==> src/rtl/fde_pkg.sv <==
// Shared types and constants for the FDE CPU.
// Width parameters, opcode encodings and register-address type.
package fde_pkg;

    localparam int DATA_W = 8;
    localparam int ADDR_W = 4;
    localparam int NREG   = 1 << ADDR_W;

    localparam logic [3:0] ADD = 4'b0001;
    localparam logic [3:0] SUB = 4'b0010;
    localparam logic [3:0] LS  = 4'b0100;
    localparam logic [3:0] RS  = 4'b1000;

    typedef logic [ADDR_W-1:0] reg_addr_t;
    typedef logic [DATA_W-1:0] data_t;

endpackage

==> src/rtl/fde_scoreboard.sv <==
// Per-register busy flags and source-operand hazard detection.
// Claims from newly accepted instructions take priority over write-back clears.
module fde_scoreboard
    import fde_pkg::*;
(
    input  logic            i_clk,
    input  logic            i_reset,
    input  logic            i_write_en,
    input  reg_addr_t       i_write_add,
    input  logic            i_rd_req,
    input  reg_addr_t       i_rd_add_1,
    input  reg_addr_t       i_rd_add_2,
    input  reg_addr_t       i_rd_dest,
    output logic            o_stall,
    output logic            o_accept,
    output logic [NREG-1:0] o_busy
);

    logic [NREG-1:0] busy_q;
    logic [NREG-1:0] busy_d;
    logic            haz_1;
    logic            haz_2;

    always_comb begin
        haz_1 = busy_q[i_rd_add_1]
              && !(i_write_en && i_write_add == i_rd_add_1);
        haz_2 = busy_q[i_rd_add_2]
              && !(i_write_en && i_write_add == i_rd_add_2);
        o_stall  = i_rd_req && (haz_1 || haz_2);
        o_accept = i_rd_req && !o_stall;

        busy_d = busy_q;
        if (i_write_en && i_write_add != '0)
            busy_d[i_write_add] = 1'b0;
        // Set after clear: the claim belongs to the newer instruction.
        if (o_accept && i_rd_dest != '0)
            busy_d[i_rd_dest] = 1'b1;
        busy_d[0] = 1'b0;
    end

    always_ff @(posedge i_clk or negedge i_reset) begin
        if (!i_reset)
            busy_q <= '0;
        else
            busy_q <= busy_d;
    end

    assign o_busy = busy_q;

endmodule

==> src/rtl/fde_regfile.sv <==
// Architectural register file with write-back bypass and hazard stall.
// Operands are registered; valid one cycle after acceptance.
module fde_regfile
    import fde_pkg::*;
(
    input  logic              i_clk,
    input  logic              i_reset,
    input  logic              i_write_en,
    input  logic [ADDR_W-1:0] i_write_add,
    input  logic [DATA_W-1:0] i_write_data,
    input  logic              i_rd_req,
    input  logic [ADDR_W-1:0] i_rd_add_1,
    input  logic [ADDR_W-1:0] i_rd_add_2,
    input  logic [ADDR_W-1:0] i_rd_dest,
    output logic              o_stall,
    output logic              o_rd_valid,
    output logic [DATA_W-1:0] o_srcdata_1,
    output logic [DATA_W-1:0] o_srcdata_2,
    output logic [NREG-1:0]   o_busy
);

    data_t regs_q [NREG];
    data_t regs_d [NREG];
    logic  rd_valid_q;
    logic  rd_valid_d;
    data_t src_1_q;
    data_t src_1_d;
    data_t src_2_q;
    data_t src_2_d;
    logic  accept;
    logic  wr_ok;

    fde_scoreboard u_scoreboard (
        .i_clk       (i_clk),
        .i_reset     (i_reset),
        .i_write_en  (i_write_en),
        .i_write_add (i_write_add),
        .i_rd_req    (i_rd_req),
        .i_rd_add_1  (i_rd_add_1),
        .i_rd_add_2  (i_rd_add_2),
        .i_rd_dest   (i_rd_dest),
        .o_stall     (o_stall),
        .o_accept    (accept),
        .o_busy      (o_busy)
    );

    function automatic data_t operand(input reg_addr_t a);
        if (a == '0)
            return '0;
        else if (i_write_en && i_write_add == a)
            return i_write_data;
        else
            return regs_q[a];
    endfunction

    always_comb begin
        wr_ok = i_write_en && i_write_add != '0;
        regs_d = regs_q;
        if (wr_ok)
            regs_d[i_write_add] = i_write_data;
        rd_valid_d = accept;
        src_1_d = src_1_q;
        src_2_d = src_2_q;
        if (accept) begin
            src_1_d = operand(i_rd_add_1);
            src_2_d = operand(i_rd_add_2);
        end
    end

    always_ff @(posedge i_clk or negedge i_reset) begin
        if (!i_reset) begin
            for (int i = 0; i < NREG; i++)
                regs_q[i] <= '0;
            rd_valid_q <= 1'b0;
            src_1_q    <= '0;
            src_2_q    <= '0;
        end else begin
            regs_q     <= regs_d;
            rd_valid_q <= rd_valid_d;
            src_1_q    <= src_1_d;
            src_2_q    <= src_2_d;
        end
    end

    assign o_rd_valid  = rd_valid_q;
    assign o_srcdata_1 = src_1_q;
    assign o_srcdata_2 = src_2_q;

endmodule

==> config.mk <==
export PLATFORM = sky130hd
export DESIGN_NAME = fde_regfile
export DESIGN_NICKNAME = d
export VERILOG_FILES = /design/src/rtl/fde_pkg.sv /design/src/rtl/fde_scoreboard.sv /design/src/rtl/fde_regfile.sv
export SDC_FILE = /design/constraint.sdc
export NUM_CORES = 1
export LEC_CHECK = 0
export BUFFER_PORTS_ARGS = -buffer_cell sky130_fd_sc_hd__buf_2
export CORE_ASPECT_RATIO = 2
export CORE_MARGIN = 5
export CORE_UTILIZATION = 30
export CTS_CLUSTER_SIZE = 24
export DETAILED_ROUTE_END_ITERATION = 6
export SETUP_SLACK_MARGIN = 0.1
export SYNTH_ARGS = -nofsm -noshare
export SYNTH_HDL_FRONTEND = slang
export SYNTH_SLANG_ARGS = --single-unit
==> constraint.sdc <==
create_clock -name i_clk -period 3.03 [get_ports i_clk]
set_input_delay 0.1515 -clock i_clk [delete_from_list [all_inputs] [get_ports i_clk]]
set_output_delay 0.1515 -clock i_clk [all_outputs]
set_load 0.02 [all_outputs]
==> run_results.csv <==
group,metric,value,unit
status,run_status,"finished, final reports clean",
timing,slew_violations,0,
clock_tree,clock_sinks,160,
power_and_ir_drop,power.switching,2290,uW
power_and_ir_drop,clkPwrFrac,30.2,%
power_and_ir_drop,netSwitchingFraction,31.7,%
die,die_w,131,um
timing,achievable_freq,372,MHz
placed_design,dpl.hpwl,17.8,mm
detailed_routing,wl_per_cell,23.9,um
detailed_routing,dr.max_layer_used,"met4",
synth,synth_area,8810,um2
timing,worst_hold_slack,0.119,ns
worst_setup_path,depth_of_the_worst_register_to_register_path,7,
finish,post_layout_nonfiller_instances,1060,
clock_tree,postCtsSetupRepairBufs,0,
die,site_rows,88,
worst_setup_path,cp_data_arrival_time,2.54,ns
finish,drive_above_1_share,49.1,%
detailed_routing,routed-via-count,5808,
power_and_ir_drop,leakage,0.00431,uW
worst_setup_path,ff2ff_setup_slack,0.36,ns
worst_setup_path,critical_path_required,2.88,ns
finish,n_diodes,0,
worst_setup_path,worstSetupPathType,"flop to output pin",
clock_tree,worst_setup_hold_path_clk_slew,0.07,ns
die,floorplan.die.height,252,um
power_and_ir_drop,post-layout-total-power,7220,uW
timing,transition_time_at_the_pin_with_the_least_slew_margin,0.929,ns
placed_design,portBuffers,60,
detailed_routing,m1WireLength,8.90,mm
global_routing,groute.usage.overall,15.6,%
detailed_routing,detailed_route_wl,25.3,mm
worst_hold_path,holdCritStartpoint,"i_rd_dest[2]",
timing,timing.setup.tns,0,ns
synth,postSynthRegisterBits,160,
worst_setup_path,regToRegEndpoint,"u_scoreboard.o_busy[2]",
worst_setup_path,rr_startpoint,"u_scoreboard.o_busy[8]",
die,placeableCoreArea,29000,um2
finish,final.fill_count,2808,
die,design.die.area,33100,um2
clock_tree,tritoncts_buffer_count,17,
synth,synth.yosys.warnings,0,
power_and_ir_drop,pwrdens,708,nW/um2
timing,relSlewSlack,38.1,%
detailed_routing,route.antenna.remaining_nets,0,
global_routing,grt_max_degree,70,
clock_tree,h-tree-depth,4,
clock_tree,cts_repair_resize_count,0,
global_routing,gr-total-overflow,0,
detailed_routing,firstDrtPassIters,4,
global_routing,first_global_vias,6357,
synth,syn_inst,631,
timing,rsz0062_at_grt,"no",
timing,finalCriticalPeriod,2.69,ns
synth,syn-mean-instance-area,14.0,um2
finish,nNetsFinal,715,
die,initial_core_util,30.4,%
synth,synthDistinctLibCells,44,
clock_tree,cts_tree,"done",
finish,areaGrowthSynthToFinish,15.7,%
detailed_routing,drt_iter0_drc,312,
detailed_routing,wl_met3,1.21,mm
worst_setup_path,critical_path.endpoint_type,"output pin",
power_and_ir_drop,power.sequential.fraction,42.7,%
clock_tree,ctsLongestPathBuffers,2,
detailed_routing,avgViaCountPerCell,5.48,
worst_hold_path,min_delay_worst_endpoint,"u_scoreboard.o_busy[14]",
worst_setup_path,critical_path_peak_fanout,9,
power_and_ir_drop,internal-power,4930,uW
timing,finalHoldViolCount,0,
detailed_routing,met2_length,13.8,mm
worst_hold_path,hp-class,"input pin to flop",
timing,clock-skew-final,0.00704,ns
placed_design,place_congestion,0.875,
timing,report.final.setup_viol,0,
power_and_ir_drop,share_comb_of_total_power,27.1,%
flow_run,drv.max_cap_violation_count,0,
clock_tree,root_buffer_cell,"sky130_fd_sc_hd__clkbuf_16",
timing,post-route-period-util,88.7,%
global_routing,grt_antenna_before_repair,0,
synth,ys_seq_area_share,45.4,%
die,ios,62,
detailed_routing,detail_route.drc_violations,0,
worst_setup_path,startpoint_type,"flop",
clock_tree,clkLatencyLatePin,0.44,ns
placed_design,placed_cells,1025,
worst_hold_path,min_delay_path_depth,3,
placed_design,post_dp_cell_area,9560,um2
finish,finish.instance_area,10200,um2
clock_tree,post_cts_hold_buffer_count,3,
synth,mappedNetlistNets,659,
global_routing,global_route_wire_length_before_repair,39.1,mm
power_and_ir_drop,worst_ir_drop_vdd,0.000336,V
worst max-delay path by stage:
| stage | startpoint | to | slack, ns |
|---|---|---|---|
| 3_3_place_gp | i_rd_add_1[2] | o_srcdata_1[7] | 0.54 |
| 2_1_floorplan | u_scoreboard.o_busy[8] | o_srcdata_1[0] | 0.86 |
| 4_1_cts | u_scoreboard.o_busy[8] | o_stall | 0.31 |
| 6_report | u_scoreboard.o_busy[8] | o_stall | 0.34 |
| 3_5_place_dp | i_rd_add_1[2] | o_srcdata_1[7] | 0.53 |
| 5_1_grt | u_scoreboard.o_busy[8] | o_stall | 0.23 |
critical path: stages, from the launching register on:
cell and delay [ns]:
sky130_fd_sc_hd__dfrtp_1 0.40, sky130_fd_sc_hd__nor2b_1 0.13, sky130_fd_sc_hd__a2111oi_0 0.50, sky130_fd_sc_hd__o41ai_2 0.19
sky130_fd_sc_hd__o211ai_1 0.17, sky130_fd_sc_hd__and2_1 0.44, sky130_fd_sc_hd__nor2b_1 0.08, sky130_fd_sc_hd__buf_2 0.17
stage by stage:
stage,util (%),setup WS (ns)
final,35.2,0.343
after global routing,35.2,0.227
after CTS,35.2,0.314
after floorplan,-,0.858
after global placement,33.0,0.539
after detailed placement,33.0,0.529
cell usage after synthesis:
cell,number,area share (%)
sky130_fd_sc_hd__dfrtp_1,160,45
sky130_fd_sc_hd__mux2_2,139,18
sky130_fd_sc_hd__mux4_2,66,17
sky130_fd_sc_hd__nand2_1,34,1.4
sky130_fd_sc_hd__clkbuf_1,31,1.3
sky130_fd_sc_hd__mux2i_1,23,2.6
sky130_fd_sc_hd__a21oi_1,16,0.91
sky130_fd_sc_hd__buf_2,12,0.68
sky130_fd_sc_hd__nor2_1,12,0.51
sky130_fd_sc_hd__nor2b_1,10,0.71
sky130_fd_sc_hd__o211ai_1,10,0.85
sky130_fd_sc_hd__inv_1,9,0.38
sky130_fd_sc_hd__mux2_4,9,1.5
sky130_fd_sc_hd__a211o_1,8,0.80
sky130_fd_sc_hd__a211oi_1,8,0.68
sky130_fd_sc_hd__buf_4,7,0.60
sky130_fd_sc_hd__nand2b_1,6,0.43
sky130_fd_sc_hd__nand3b_1,6,0.51
sky130_fd_sc_hd__nor3_1,6,0.34
sky130_fd_sc_hd__a22o_1,5,0.50
sky130_fd_sc_hd__buf_6,5,0.64
sky130_fd_sc_hd__xor2_1,5,0.50
sky130_fd_sc_hd__buf_1,4,0.17
sky130_fd_sc_hd__o21ai_0,4,0.23
sky130_fd_sc_hd__a32o_1,3,0.34
sky130_fd_sc_hd__nand3_1,3,0.17
sky130_fd_sc_hd__nor3b_1,3,0.26
sky130_fd_sc_hd__o31ai_1,3,0.26
sky130_fd_sc_hd__o32ai_1,3,0.30
sky130_fd_sc_hd__or3_1,3,0.21
sky130_fd_sc_hd__xnor2_1,3,0.30
sky130_fd_sc_hd__and3_1,2,0.14
sky130_fd_sc_hd__nor4_1,2,0.14
sky130_fd_sc_hd__a2111oi_0,1,0.099
sky130_fd_sc_hd__a41o_1,1,0.11
sky130_fd_sc_hd__and2_1,1,0.071
sky130_fd_sc_hd__and3_4,1,0.13
sky130_fd_sc_hd__and4_1,1,0.099
sky130_fd_sc_hd__buf_12,1,0.23
sky130_fd_sc_hd__conb_1,1,0.043
sky130_fd_sc_hd__nand4_2,1,0.14
sky130_fd_sc_hd__nor4_4,1,0.24
sky130_fd_sc_hd__o41ai_1,1,0.099
sky130_fd_sc_hd__o41ai_2,1,0.18
final cells by class:
cell class                      count  area, um2  share of cell area, %
Clock buffer                       17        425                   4.17
Sequential cell                   160       4000                   39.3
Multi-Input combinational cell    402       4450                   43.7
Inverter                            9       33.8                  0.331
Clock inverter                     15        174                   1.71
Timing Repair Buffer               97        654                   6.42
Tap cell                          360        450                   4.42
registers in the layout, indices dropped and copies added, names as in the netlist:
register	count
o_srcdata_1	8
u_scoreboard.o_busy	15
regs_q	128
o_rd_valid	1
o_srcdata_2	8
cells in the final DEF (no fill, tap or decap), types with 8 or more instances in the layout:
master,count
sky130_fd_sc_hd__mux2i_1,23
sky130_fd_sc_hd__a211oi_1,8
sky130_fd_sc_hd__inv_1,9
sky130_fd_sc_hd__nand2_1,34
sky130_fd_sc_hd__a211o_1,8
sky130_fd_sc_hd__nor2b_1,10
sky130_fd_sc_hd__o211ai_1,10
sky130_fd_sc_hd__mux2_4,9
sky130_fd_sc_hd__mux2_2,139
sky130_fd_sc_hd__nor2_1,12
sky130_fd_sc_hd__buf_2,59
sky130_fd_sc_hd__mux4_2,66
sky130_fd_sc_hd__buf_4,29
sky130_fd_sc_hd__a21oi_1,16
sky130_fd_sc_hd__dfrtp_1,160
sky130_fd_sc_hd__clkbuf_16,17
metal layers:
layer | vias up | GRT usage, %
li1 | 2505 | -
met3 | 67 | 3.23
met1 | 3045 | 16.6
met5 | - | 0
met4 | 0 | 9.36
met2 | 191 | 28.2
cells by family (layout without fill, tap and decap cells):
family                    count (synthesis)  count (layout)  synth area share [%]
and+or+nand+nor                          92              92                  5.55
muxes                                   237             237                  38.8
DFF                                     160             160                  45.4
other                                     1               1                0.0426
buffers and inverters                    69             138                  4.02
xor gates and xnor gates                  8               8                 0.795
AOI/OAI and AO/OA                        64              64                  5.35
power groups by stage:
stage               logic (uW)  clock network [uW]  registers, uW
global placement          1950                   0           3080
floorplan                 1260                   0           3170
detailed placement        1980                   0           3110
global route              2120                2320           3150
CTS                       1990                2230           3070
finish                    1960                2180           3080
Power figures use the tool's default switching activity.
